===== config.mk =====
export PLATFORM = sky130hd
export DESIGN_NAME = and_gate
export DESIGN_NICKNAME = d
export VERILOG_FILES = /design/src/rtl/and_gate_pkg.sv /design/src/rtl/and_gate_popcount.sv /design/src/rtl/and_gate.sv
export SDC_FILE = /design/constraint.sdc
export NUM_CORES = 1
export LEC_CHECK = 0
export ABC_AREA = 0
export BUFFER_PORTS_ARGS = -buffer_cell sky130_fd_sc_hd__buf_2
export CAP_MARGIN = 20
export CORE_UTILIZATION = 48
export CTS_BUF_LIST = sky130_fd_sc_hd__clkbuf_2 sky130_fd_sc_hd__clkbuf_4 sky130_fd_sc_hd__clkbuf_8
export CTS_CLUSTER_DIAMETER = 60
export DETAILED_ROUTE_END_ITERATION = 6
export GPL_ROUTABILITY_DRIVEN = 0
export GPL_TIMING_DRIVEN = 0
export PLACE_DENSITY = 0.77
export SLEW_MARGIN = 20
export SYNTH_ARGS = -nofsm -noshare
export SYNTH_HDL_FRONTEND = slang
export SYNTH_HIERARCHICAL = 1
export SYNTH_SLANG_ARGS = --single-unit

===== constraint.sdc =====
create_clock -name clk -period 1.75 [get_ports clk]
set_clock_uncertainty 0.2 [all_clocks]
set_input_delay 0.0875 -clock clk [delete_from_list [all_inputs] [get_ports clk]]
set_output_delay 0.0875 -clock clk [all_outputs]
set_load 0.005 [all_outputs]

===== src/rtl/and_gate_pkg.sv =====
`default_nettype none
// ============================================================================
// Module      : and_gate_pkg
// Description : Shared defaults and sizing helper for the and_gate block.
// Revision    : 1.0
// ============================================================================
package and_gate_pkg;

    localparam int DEF_WIDTH = 1;
    localparam int DEF_CNT_W = 16;

    // Number of bits needed to hold a set-bit count of 0..width.
    function automatic int cnt_w_for(input int width);
        return $clog2(width + 1);
    endfunction

endpackage
`default_nettype wire


===== src/rtl/and_gate_popcount.sv =====
`default_nettype none
// ============================================================================
// Module      : and_gate_popcount
// Description : Combinational WIDTH-bit population count.
// Revision    : 1.0
// ============================================================================
module and_gate_popcount
    import and_gate_pkg::*;
#(
    parameter int WIDTH = DEF_WIDTH
) (
    input  logic [WIDTH-1:0]              bits,
    output logic [cnt_w_for(WIDTH)-1:0]   ones
);

    localparam int ONES_W = cnt_w_for(WIDTH);

    logic [ONES_W-1:0] w_sum;

    always_comb begin
        w_sum = '0;
        for (int i = 0; i < WIDTH; i++) begin
            w_sum = w_sum + ONES_W'(bits[i]);
        end
    end

    assign ones = w_sum;

endmodule
`default_nettype wire


===== src/rtl/and_gate.sv =====
`default_nettype none
// ============================================================================
// Module      : and_gate
// Description : Bitwise AND with registered result, reduction flags, set-bit
//               count and a saturating capture counter.
// Revision    : 1.0
// ============================================================================
module and_gate
    import and_gate_pkg::*;
#(
    parameter int WIDTH = DEF_WIDTH,
    parameter int CNT_W = DEF_CNT_W
) (
    input  logic                          clk,
    input  logic                          rst,
    input  logic [WIDTH-1:0]              a,
    input  logic [WIDTH-1:0]              b,
    output logic [WIDTH-1:0]              c,
    input  logic                          in_valid,
    output logic [WIDTH-1:0]              c_q,
    output logic                          out_valid,
    output logic                          c_all,
    output logic                          c_any,
    output logic [cnt_w_for(WIDTH)-1:0]   c_ones,
    output logic [CNT_W-1:0]              txn_cnt
);

    localparam int               ONES_W    = cnt_w_for(WIDTH);
    localparam logic [CNT_W-1:0] c_cnt_max = '1;

    logic [WIDTH-1:0]  w_and;
    logic              w_all;
    logic              w_any;
    logic [ONES_W-1:0] w_ones;

    logic [WIDTH-1:0]  r_c_q;
    logic              r_out_valid;
    logic              r_c_all;
    logic              r_c_any;
    logic [ONES_W-1:0] r_c_ones;
    logic [CNT_W-1:0]  r_txn_cnt;

    assign w_and = a & b;
    assign w_all = &w_and;
    assign w_any = |w_and;

    and_gate_popcount #(
        .WIDTH (WIDTH)
    ) u_popcount (
        .bits (w_and),
        .ones (w_ones)
    );

    // Flags and count are captured alongside c_q so they always describe it.
    always_ff @(posedge clk) begin
        if (rst) begin
            r_c_q       <= '0;
            r_out_valid <= 1'b0;
            r_c_all     <= 1'b0;
            r_c_any     <= 1'b0;
            r_c_ones    <= '0;
            r_txn_cnt   <= '0;
        end else if (in_valid) begin
            r_c_q       <= w_and;
            r_out_valid <= 1'b1;
            r_c_all     <= w_all;
            r_c_any     <= w_any;
            r_c_ones    <= w_ones;
            if (r_txn_cnt != c_cnt_max) begin
                r_txn_cnt <= r_txn_cnt + 1'b1;
            end
        end else begin
            r_out_valid <= 1'b0;
        end
    end

    assign c         = w_and;
    assign c_q       = r_c_q;
    assign out_valid = r_out_valid;
    assign c_all     = r_c_all;
    assign c_any     = r_c_any;
    assign c_ones    = r_c_ones;
    assign txn_cnt   = r_txn_cnt;

endmodule
`default_nettype wire


=== Word level (Yosys, flattened, before mapping) ===
Cells that the tools add are included.

* Reduce and logical (&&, ||, !) cells: 1
* Bitwise logic cells: 1
* Muxes and demuxes: 1
* Add/subtract/negate cells: 1
* Equal/unequal tests: 1

{| class="wikitable"
|+ Operator list
! operator !! count
|-
| 16-bit by 1-bit adder with 16-bit output (second input constant) || 1
|-
| 16-bit inequality test (second input constant) || 1
|-
| 2-bit AND reduction || 1
|-
| 1-bit AND || 1
|-
| 1-bit 2-to-1 mux || 1
|}

* Bits in registers: 18
* Output and inout bits: 22
* Logic and storage cells: 8
* Input bits: 5

=== Depth between registers and ports, before layout ===
Gate-level depths: netlist of the first run.

* Depth after elaboration: 2
* Gate-level depth with buffers: 5

=== By module ===
Netlist of the first run, hierarchy kept.

{| class="wikitable"
|+ Modules (own cells, without submodules)
! module !! seq. area each (um^2) !! instances !! area an instance (um^2) !! cells each
|-
| and_gate || 380.4 || 1 || 944.7 || 104
|-
| and_gate_popcount || 0.0 || 1 || 7.5 || 1
|}

=== Worst setup path after synthesis of the first run ===
No wires, ideal clock.

* Path type: register to register
* Start: register r_txn_cnt[0], in the netlist txn_cnt[0]
* End: register r_txn_cnt[9], in the netlist txn_cnt[9]
* Arrival: 1601 ps
* Clock period less this slack: 1872 ps
* Setup slack: -122 ps
* Stages on the path, launching flop included: 6
* Data required time: 1479 ps
* Cells stage by stage: dfxtp_1 > ha_1 > nand4_1 > nor3_1 > or4_2 > a21oi_1

* Word-level cells in the longest chain between the ends: 2
* Elaborated cells between the ends (all ways): 3
* Those cells by class: 1 x add/sub; 1 x eq/ne; 1 x reduce/logical

{| class="wikitable"
|+ RTL lines
! what !! line !! source
|-
| from (decl) || and_gate.sv:41 || <nowiki>logic [CNT_W-1:0] r_txn_cnt;</nowiki>
|-
| from (signal assigned) || and_gate.sv:70 || <nowiki>r_txn_cnt <= r_txn_cnt + 1'b1;</nowiki>
|-
| parallel branches: the longest is 2 deep, another holds 16-bit by 1-bit adder with 16-bit output || - ||
|}

Several ways; the timed one is not identified.
A chain may end at the register's enable or synchronous reset.

=== Worst setup path in the final report of the first run ===
* Start: register r_txn_cnt[1], in the netlist txn_cnt[1]
* End: register r_txn_cnt[9], in the netlist txn_cnt[9]

Same word-level chain as after synthesis.

==> flow_summary.ini, run 1 <==
[status]
outcome = finished with violations
failed_checks = setup timing

[clock_tree]
numCtsBuffers = 3
cts.clk_slew.worst_paths_ns = 0.10
clock_sink_count = 19
ctsHtreeMaxLevel = 1
cts_buffer_depth = 2
worstSkewPairLatency_ns = 0.29
clk_root_buffer_cell = clkbuf_4
tritoncts = built

[worst_hold_path]
min-delay-path-class = input pin to flop
worstHoldStart = in_valid

[critical_path]
crit-reg2reg-launch = txn_cnt[1]$_SDFFE_PP0P_
setup.worst_path.start_class = flop
worst_ep_required_time_ns = 1.77
worst_path_max_fanout = 8
cp_data_arrival_time_ns = 1.79
timing_worst_setup_path_type = flop to flop
critPathLaunch = txn_cnt[1]$_SDFFE_PP0P_
worst_setup_ep_type = flop

[placement]
place.detailed.hpwl_um = 1470
numPortBuffers = 25
postPlaceCellArea_um2 = 1141
numPlacedInstances = 155

[cells_and_area]
fin_cells = 173
nNetsFinal = 155
multiInputGateArea_um2 = 605.6
finish.utilization_pct = 76.46
layout-drive-gt1-share_pct = 52.70
postLayoutCellArea_um2 = 1378
area_delta_synth_final_pct = 44.68
ff_latch_area_um2 = 420.4
n_antenna_cell = 0
fill_cells = 135

[floorplanning]
die_height_um = 46.54
chipWidth_um = 46.54
placement_rows = 15
dieArea_um2 = 2166
coreArea_um2 = 1802
start_util_pct = 52.85
design.portCount = 27

[sta]
max_freq_mhz = 565.3
finalHoldViolations = 0
final_max_slew_viol_count = 0
setup_slack_ns = -0.01899
slew_headroom_pct = 68.11
setup_violations = 2
finalWorstPathRequiredPeriod_ns = 1.769
max_slew.worst_pin.slew_ns = 0.4784
unrepaired_setup_endpoints_after_global_routing = true
finalCritPeriodShare_pct = 101.1
whs_ns = 0.04020

[power_and_ir_drop]
vdd.ir_drop.worst_mv = 0.3551
static-leakage-power_nw = 0.6144
power.density_cell_area_nw_per_um2 = 537.2
report.power.total_uw = 740.1

[synthesis]
synth_edf_count = 0
yosysMostFrequentCell = dfxtp_1
synth_top_cell_by_area = dfxtp_1
postSynthRegisterBits = 19
synth_top_area_share_pct = 39.95
synth_xor_xnor_area_share_pct = 1.840
async_reset_ff_share_pct = 0
synth_warnings = 6
synth_adder_area_share_pct = 1.314
synth_area_in_simple_gates_pct = 27.86
synth_common_cells = dfxtp_1, a21oi_1, nand2_1, nor2_1, or3_1
synthFlopType = dfxtp_1
postSynthNetCount = 111
synth_compound_gate_area_share_pct = 20.76
synth_seq_area_share_pct = 39.95
mapped_cell_area_um2 = 952.2
largest_family_of_logic_cells_by_synthesized_area = simple AND/OR/NAND/NOR gates
syn_inst = 105
yosys-mux-area-fraction_pct = 3.154
syn-mean-instance-area_um2 = 9.068
synthDistinctLibCells = 36
synth_area_leaders = dfxtp_1, a21oi_1, or3_1

[detailed_routing]
drtPass1Iterations = 4
detailedRoute.firstIterationViolations = 23
post_drt_wl_per_cell_um = 13.35
via_count = 994
drt-vias-per-instance = 5.746
drt_drc_violations_left = 0
postRouteAntennaNets = 0
drt_wirelength_um = 2310

[grt]
overflow = 0
grt_start_max_net_pins = 11
via_count_of_the_first_global_routing_pass = 874
grt_pass1_wl_um = 3801
grt_antenna_before_repair = 0
grtUsageTotal_pct = 24.36

[run]
maxCapViolCount = 0
==> worst paths after layout <==
check | endpoint | slack [ns] | cells past startpoint
max | txn_cnt[9]$_SDFFE_PP0P_ | -0.02 | 6
min | txn_cnt[8]$_SDFFE_PP0P_ | 0.04 | 4
max reg2reg | txn_cnt[9]$_SDFFE_PP0P_ | -0.02 | 6
min reg2reg | txn_cnt[14]$_SDFFE_PP0P_ | 0.28 | 1
==> flip-flops by register name, indices dropped and copies added (netlist names) <==
signal,cells
c_ones,1
out_valid,1
c_any,1
txn_cnt,16
==> what timing repair did <==
item,4_1_cts,5_1_grt
resized for setup,18,14
hold buffers,3,0
buffers inserted,9,2
endpoints found under the hold margin,4,0
cloned,0,0
pin swaps,8,5
endpoints found under the setup margin,10,11
==> through the flow <==
step | setup WS (ns) | setup TNS (ns)
2_1_floorplan | 0.006721 | 0
5_1_grt | -0.09568 | -0.4412
3_5_place_dp | -0.1671 | -0.8334
6_report | -0.01899 | -0.02346
3_3_place_gp | -0.1486 | -0.5532
4_1_cts | -0.004493 | -0.004930
==> metal layers <==
| metal | track usage [%] | wire length, um | vias to the layer above |
|---|---|---|---|
| met4 | 8.824 | 27 | 0 |
| met1 | 31.60 | 1005 | 463 |
| met5 | 0 | 0 | - |
| li1 | - | - | 485 |
| met2 | 40.00 | 1160 | 42 |
| met3 | 3.922 | 117 | 4 |
==> cell type report <==
cell class / count / area share (%)
Multi-Input combinational cell: 77 / 43.96
Sequential cell: 19 / 30.52
Timing Repair Buffer: 39 / 17.53
Buffer: 6 / 2.725
Tap cell: 25 / 2.271
Clock buffer: 4 / 2.180
Inverter: 3 / 0.8174
==> cell families after synthesis <==
group	count (synthesis)
XOR/XNOR	2
flip-flops	19
adder cells (fa/ha/maj)	1
AO/OA/AOI/OAI	27
AND/OR/NAND/NOR	44
buffers and inverters	9
multiplexers	3
==> report_power, final <==
group	leakage (nW)	total [mW]	internal, mW	switching, mW
combinational	0.433	0.0750	0.0410	0.0340
clock	0.0184	0.229	0.104	0.125
sequential	0.163	0.436	0.429	0.00624
==> worst max-delay path, cell delays in order (launching register included) <==
cell and delay [ns]:
dfxtp_4 0.36, ha_4 0.16, nand4_1 0.16, buf_6 0.16
nor3_4 0.05, or4_4 0.48, a21oi_2 0.12
==> placed cells by master (no fill, tap or decap), types with 5 or more instances in the layout <==
master    n
buf_4    14
or3_1     5
dfxtp_1   5
nand2_1   5
dfxtp_4   9
buf_2    25
dfxtp_2   5
a21oi_1   9
nor2_1    6
Power figures use the tool's default switching activity.
==> run 2: changes to the inputs <==
--- a/config.mk
+++ b/config.mk
@@ -14,7 +14,7 @@
 export DETAILED_ROUTE_END_ITERATION = 6
 export GPL_ROUTABILITY_DRIVEN = 0
 export GPL_TIMING_DRIVEN = 0
-export PLACE_DENSITY = 0.77
+export PLACE_DENSITY_LB_ADDON = 0.15
 export SLEW_MARGIN = 20
 export SYNTH_ARGS = -nofsm -noshare
 export SYNTH_HDL_FRONTEND = slang
==> run 2 against run 1 <==
Effect of this change:
- the flow now finishes without violations
- worst hold slack improved by 0.0059 ns
- die area did not move
- sequential power rose by 3%
- final area fell by 1.4%
- largest cell class unchanged
==> flow_summary.ini, run 2 (synthesized netlist as in run 1, its figures left out) <==
[floorplanning]
chipWidth_um = 46.54
placement_rows = 15
start_util_pct = 52.85
design.portCount = 27
dieArea_um2 = 2166
coreArea_um2 = 1802
die_height_um = 46.54

[sta]
setup_violations = 0
unrepaired_setup_endpoints_after_global_routing = true
slew_headroom_pct = 69.30
finalCritPeriodShare_pct = 98.50
max_slew.worst_pin.slew_ns = 0.4606
final_max_slew_viol_count = 0
max_freq_mhz = 580.1
finalHoldViolations = 0
finalWorstPathRequiredPeriod_ns = 1.724

[detailed_routing]
drt-vias-per-instance = 5.610
drt_drc_violations_left = 0
post_drt_wl_per_cell_um = 13.37
postRouteAntennaNets = 0
detailedRoute.firstIterationViolations = 15
via_count = 965
drtPass1Iterations = 4
drt_wirelength_um = 2299

[cells_and_area]
layout_common_cells = buf_2, dfxtp_2, buf_4, a21oi_1
nNetsFinal = 154
area_delta_synth_final_pct = 42.71
layout-drive-gt1-share_pct = 51.70
final_common_cell = buf_2
postLayoutCellArea_um2 = 1359
n_antenna_cell = 0
finish.utilization_pct = 75.42
largest_register_ffs = 16

[grt]
via_count_of_the_first_global_routing_pass = 806
grt_busiest_layer = met2
grt_use_met3_pct = 3.529
grt_start_max_net_pins = 12
grt_antenna_before_repair = 0
overflow = 0
grtUsageTotal_pct = 23.29
grt_pass1_wl_um = 3588
global_routing_usage_on_met1_pct = 30.17
global_route_track_usage_on_met2_pct = 38.33

[critical_path]
worst_setup_ep_type = flop
cp_data_arrival_time_ns = 1.75
worst_ep_required_time_ns = 1.78
worst_path_max_fanout = 6
setup.worst_path.start_class = flop
timing_worst_setup_path_type = flop to flop
rrSetupSlack_ns = 0.03

[placement]
place.detailed.hpwl_um = 1477
numPortBuffers = 25
postPlaceCellArea_um2 = 1141

[clock_tree]
clk_root_buffer_cell = clkbuf_4
worstSkewPairLatency_ns = 0.29
tritoncts = built
cts_buffer_depth = 2
clock_sink_count = 19
numCtsBuffers = 3
ctsHtreeMaxLevel = 1
cts.clk_slew.worst_paths_ns = 0.10

[status]
outcome = completed

[worst_hold_path]
min-delay-path-class = input pin to flop

[power_and_ir_drop]
power.density_cell_area_nw_per_um2 = 551.3
vdd.ir_drop.worst_mv = 0.4148
static-leakage-power_nw = 0.6076
report.power.total_uw = 749.1

[run]
maxCapViolCount = 0
run 2: cell count changes in the layout (fill, tap and decap cells not counted), moves of 2 or more:
cell	previous run	this run
dfxtp_2	5	13
nand3_2	3	1
dfxtp_4	9	2
dlygate4sd3_1	3	5
buf_4	14	11
run 2: path summary, 6_finish.rpt:
check | startpoint | end | cells past startpoint
max | txn_cnt[1]$_SDFFE_PP0P_ | txn_cnt[3]$_SDFFE_PP0P_ | 7
min | in_valid | txn_cnt[8]$_SDFFE_PP0P_ | 4
max reg2reg | txn_cnt[1]$_SDFFE_PP0P_ | txn_cnt[3]$_SDFFE_PP0P_ | 7
min reg2reg | txn_cnt[10]$_SDFFE_PP0P_ | txn_cnt[10]$_SDFFE_PP0P_ | 1
run 2: through the flow:
| step | instances | setup slack (ns) | setup TNS (ns) | hold slack [ns] |
|---|---|---|---|---|
| global route | 172 | -0.03453 | -0.1608 | 0.06270 |
| CTS | 170 | 0.002980 | 0 | 0.02605 |
| floorplan | 105 | 0.006721 | 0 | 0.07370 |
| finish | 172 | 0.02628 | 0 | 0.04614 |
| detailed placement | 155 | -0.2111 | -0.7868 | 0.2136 |
| global placement | 155 | -0.1584 | -0.6036 | 0.2005 |
run 2: final cells by class:
class | count | area [um^2]
Inverter | 3 | 11.26
Timing Repair Buffer | 38 | 239.0
Clock buffer | 3 | 22.52
Multi-Input combinational cell | 77 | 606.8
Fill cell | 135 | 442.9
Tap cell | 25 | 31.28
Buffer | 6 | 38.79
Sequential cell | 19 | 404.1
Clock inverter | 1 | 5.005
run 2: worst max-delay path, cell delays in order, from the launching register on:
cell and delay (ns):
dfxtp_4 0.37, ha_4 0.17, nand4_1 0.10, buf_6 0.14, o41ai_4 0.06, buf_4 0.16, or3_1 0.35, a21oi_2 0.12
run 2: report_power, final:
group	switching (mW)	total [mW]	internal, mW
Clock	0.135	0.220	0.0850
Sequential	0.00815	0.449	0.440
Combinational	0.0340	0.0802	0.0462
run 2: metal layers:
metal	wire length, um	up-vias
met1	964	459
met4	27	0
met2	1231	22
met5	0	-
li1	-	480
met3	76	4
run 2: timing repair:
action | CTS | global route
pin swaps | 3 | 8
buffers inserted | 6 | 3
setup endpoints to repair | 10 | 11
gates cloned | 0 | 0
hold buffers | 5 | 0
gates resized for setup | 16 | 12
hold endpoints to repair | 4 | 0
==> run 3: changes to the inputs <==
--- a/config.mk
+++ b/config.mk
@@ -18,5 +18,4 @@
 export SLEW_MARGIN = 20
 export SYNTH_ARGS = -nofsm -noshare
 export SYNTH_HDL_FRONTEND = slang
-export SYNTH_HIERARCHICAL = 1
 export SYNTH_SLANG_ARGS = --single-unit
==> run 3 against run 2 <==
Effect of this change:
- the flow now finishes with violations (setup timing)
- synthesized cell count grew 4.8%
- die area grew 3.2%
- sequential share of layout area shrank 0.32 points
- area after synthesis grew 3.4%
- maximum frequency shrank 2.5%
- wire length shrank 5.0%
- critical path type unchanged
==> flow_summary.ini, run 3 <==
[critical_path]
crit-reg2reg-launch = txn_cnt[0]$_SDFFE_PP0P_
crit_path_cell_trace = ha_4, nand4_1, nor3_2, and4b_1, mux2_4
timing.rr.end = txn_cnt[11]$_SDFFE_PP0P_
r2r.worst_path.cells = 5
worst_setup_ep_type = flop
worst_ep_required_time_ns = 1.75
setup.worst_path.start_class = flop
critPathSlowestCell = dfxtp_4
cp_data_arrival_time_ns = 1.77
critical_path.max_stage_delay_ns = 0.39
timing_worst_setup_path_type = flop to flop
rrSetupSlack_ns = -0.02
worst_path_max_fanout = 6

[power_and_ir_drop]
static-leakage-power_nw = 0.5584
power.density_cell_area_nw_per_um2 = 557.3
vdd.ir_drop.worst_mv = 0.5396

[clock_tree]
cts.clk_slew.worst_paths_ns = 0.11
numCtsBuffers = 3
cts_buffer_depth = 2
tritoncts = built
ctsHtreeMaxLevel = 1
worstSkewPairLatency_ns = 0.30
clock_sink_count = 18
clk_root_buffer_cell = clkbuf_4

[synthesis]
async_reset_ff_share_pct = 0
synthFlopType = dfxtp_1
synth_area_leaders = dfxtp_1, nor2_1, nand4_4
postSynthNetCount = 116
synthDistinctLibCells = 40
synth_top_area_share_pct = 36.59
mapped_cell_area_um2 = 984.7
synth_edf_count = 0
synth_common_cells = dfxtp_1, nor2_1, a21oi_1, nor3_1
synth_top_cell_by_area = dfxtp_1
syn_inst = 110
synth_seq_area_share_pct = 36.59
synth_warnings = 0
postSynthRegisterBits = 18
syn-mean-instance-area_um2 = 8.952
yosysMostFrequentCell = dfxtp_1

[sta]
max_slew.worst_pin.slew_ns = 0.4666
tns_ns = -0.03637
finalWorstPathRequiredPeriod_ns = 1.769
whs_ns = 0.05815
setup_violations = 2
max_freq_mhz = 565.4
final_max_slew_viol_count = 0
finalHoldViolations = 0
finalCritPeriodShare_pct = 101.1
slew_headroom_pct = 68.89
setup_slack_ns = -0.01865
unrepaired_setup_endpoints_after_global_routing = true

[floorplanning]
dieArea_um2 = 2236
die_height_um = 47.29
design.portCount = 27
placement_rows = 16
coreArea_um2 = 1942
chipWidth_um = 47.29
start_util_pct = 50.71

[grt]
grtUsageTotal_pct = 21.12
overflow = 0
grt_start_max_net_pins = 11
grt_antenna_before_repair = 0
via_count_of_the_first_global_routing_pass = 748
grt_pass1_wl_um = 3284

[cells_and_area]
postLayoutCellArea_um2 = 1267
largest_register_ffs = 16
nNetsFinal = 154
fill_cells = 188
n_antenna_cell = 0
finish.utilization_pct = 65.27
layout-drive-gt1-share_pct = 38.78
area_delta_synth_final_pct = 28.72
final_common_cell = buf_2
layout_common_cells = buf_2, nor2_1, dfxtp_1, a21oi_1

[placement]
numPortBuffers = 26
place.detailed.hpwl_um = 1543
placement.setup.worst_slack_ns = -0.09460
postPlaceCellArea_um2 = 1169

[worst_hold_path]
min-delay-path-class = input pin to flop
hold_depth = 4
min_delay_worst_endpoint = txn_cnt[3]$_SDFFE_PP0P_
worstHoldStart = in_valid

[detailed_routing]
detailedRoute.firstIterationViolations = 17
drt-vias-per-instance = 5.575
drtPass1Iterations = 4
post_drt_wl_per_cell_um = 12.55
postRouteAntennaNets = 0
drt_wirelength_um = 2183
drt_drc_violations_left = 0
via_count = 970

[status]
failed_checks = setup timing
outcome = finished with violations

[run]
maxCapViolCount = 0
-- run 3: through the flow --
stage / std cells / total power [mW]
finish: 174 / 0.7064
global route: 174 / 0.7338
CTS: 171 / 0.7027
detailed placement: 163 / 0.4890
global placement: 163 / 0.4871
floorplan: 110 / 0.4665
-- run 3: per-layer routing --
layer | part of all wire [%] | track usage (%) | vias to the layer above | wire length, um
met4 | 1.1 | 6.857 | 0 | 24
met1 | 48 | 27.04 | 457 | 1044
met2 | 47 | 35.07 | 28 | 1029
li1 | - | - | 480 | -
met5 | 0 | 0 | - | 0
met3 | 3.9 | 4.615 | 5 | 85
-- run 3: cell type report --
type / count / area, um^2 / area share, %
clock buffers: 3 / 22.52 / 1.777
flip-flops and latches: 18 / 372.9 / 29.42
multi-input cells: 82 / 595.6 / 46.99
well taps: 27 / 33.78 / 2.665
inverters: 4 / 15.01 / 1.185
repair buffers: 33 / 190.2 / 15.00
plain buffers: 6 / 33.78 / 2.665
clock inverters: 1 / 3.754 / 0.2961
-- run 3: timing repair --
item,4_1_cts,5_1_grt
setup endpoints to repair,5,8
resized for setup,6,0
pin swaps,2,2
setup buffers,1,3
hold endpoints to repair,2,0
hold buffers,3,0
-- run 3: worst max path at each step --
| stage | startpoint | to | slack (ns) | cells past startpoint |
|---|---|---|---|---|
| 2_1_floorplan | txn_cnt[1]$_SDFFE_PP0P_ | txn_cnt[11]$_SDFFE_PP0P_ | -0.0002 | 5 |
| 3_3_place_gp | txn_cnt[1]$_SDFFE_PP0P_ | txn_cnt[11]$_SDFFE_PP0P_ | -0.09 | 5 |
| 3_5_place_dp | txn_cnt[1]$_SDFFE_PP0P_ | txn_cnt[11]$_SDFFE_PP0P_ | -0.09 | 5 |
| 4_1_cts | txn_cnt[1]$_SDFFE_PP0P_ | txn_cnt[11]$_SDFFE_PP0P_ | -0.008 | 5 |
| 5_1_grt | txn_cnt[2]$_SDFFE_PP0P_ | txn_cnt[9]$_SDFFE_PP0P_ | -0.13 | 4 |
| 6_report | txn_cnt[0]$_SDFFE_PP0P_ | txn_cnt[11]$_SDFFE_PP0P_ | -0.02 | 5 |
-- run 3: cell families after synthesis --
family / Yosys count / share of synthesized area (%)
XOR/XNOR: 2 / 1.779
AND/OR/NAND/NOR: 55 / 36.47
flip-flops: 18 / 36.60
AO/OA/AOI/OAI: 18 / 12.20
multiplexers: 6 / 6.734
adder cells (fa/ha/maj): 1 / 1.270
buffers and inverters: 10 / 4.955
-- run 3: worst max-delay path, delay by kind of cell (launching register included) --
kind / cells / cell delay (ns)
fa+ha+maj: 1 / 0.16
flops: 1 / 0.39
mux: 1 / 0.29
simple gates: 3 / 0.63
-- run 3: power by group --
group	switching, mW	leakage, nW	internal [mW]
Clock	0.135	0.0154	0.0831
Combinational	0.0278	0.394	0.0342
Sequential	0.00914	0.149	0.417
Total	0.172	0.558	0.534
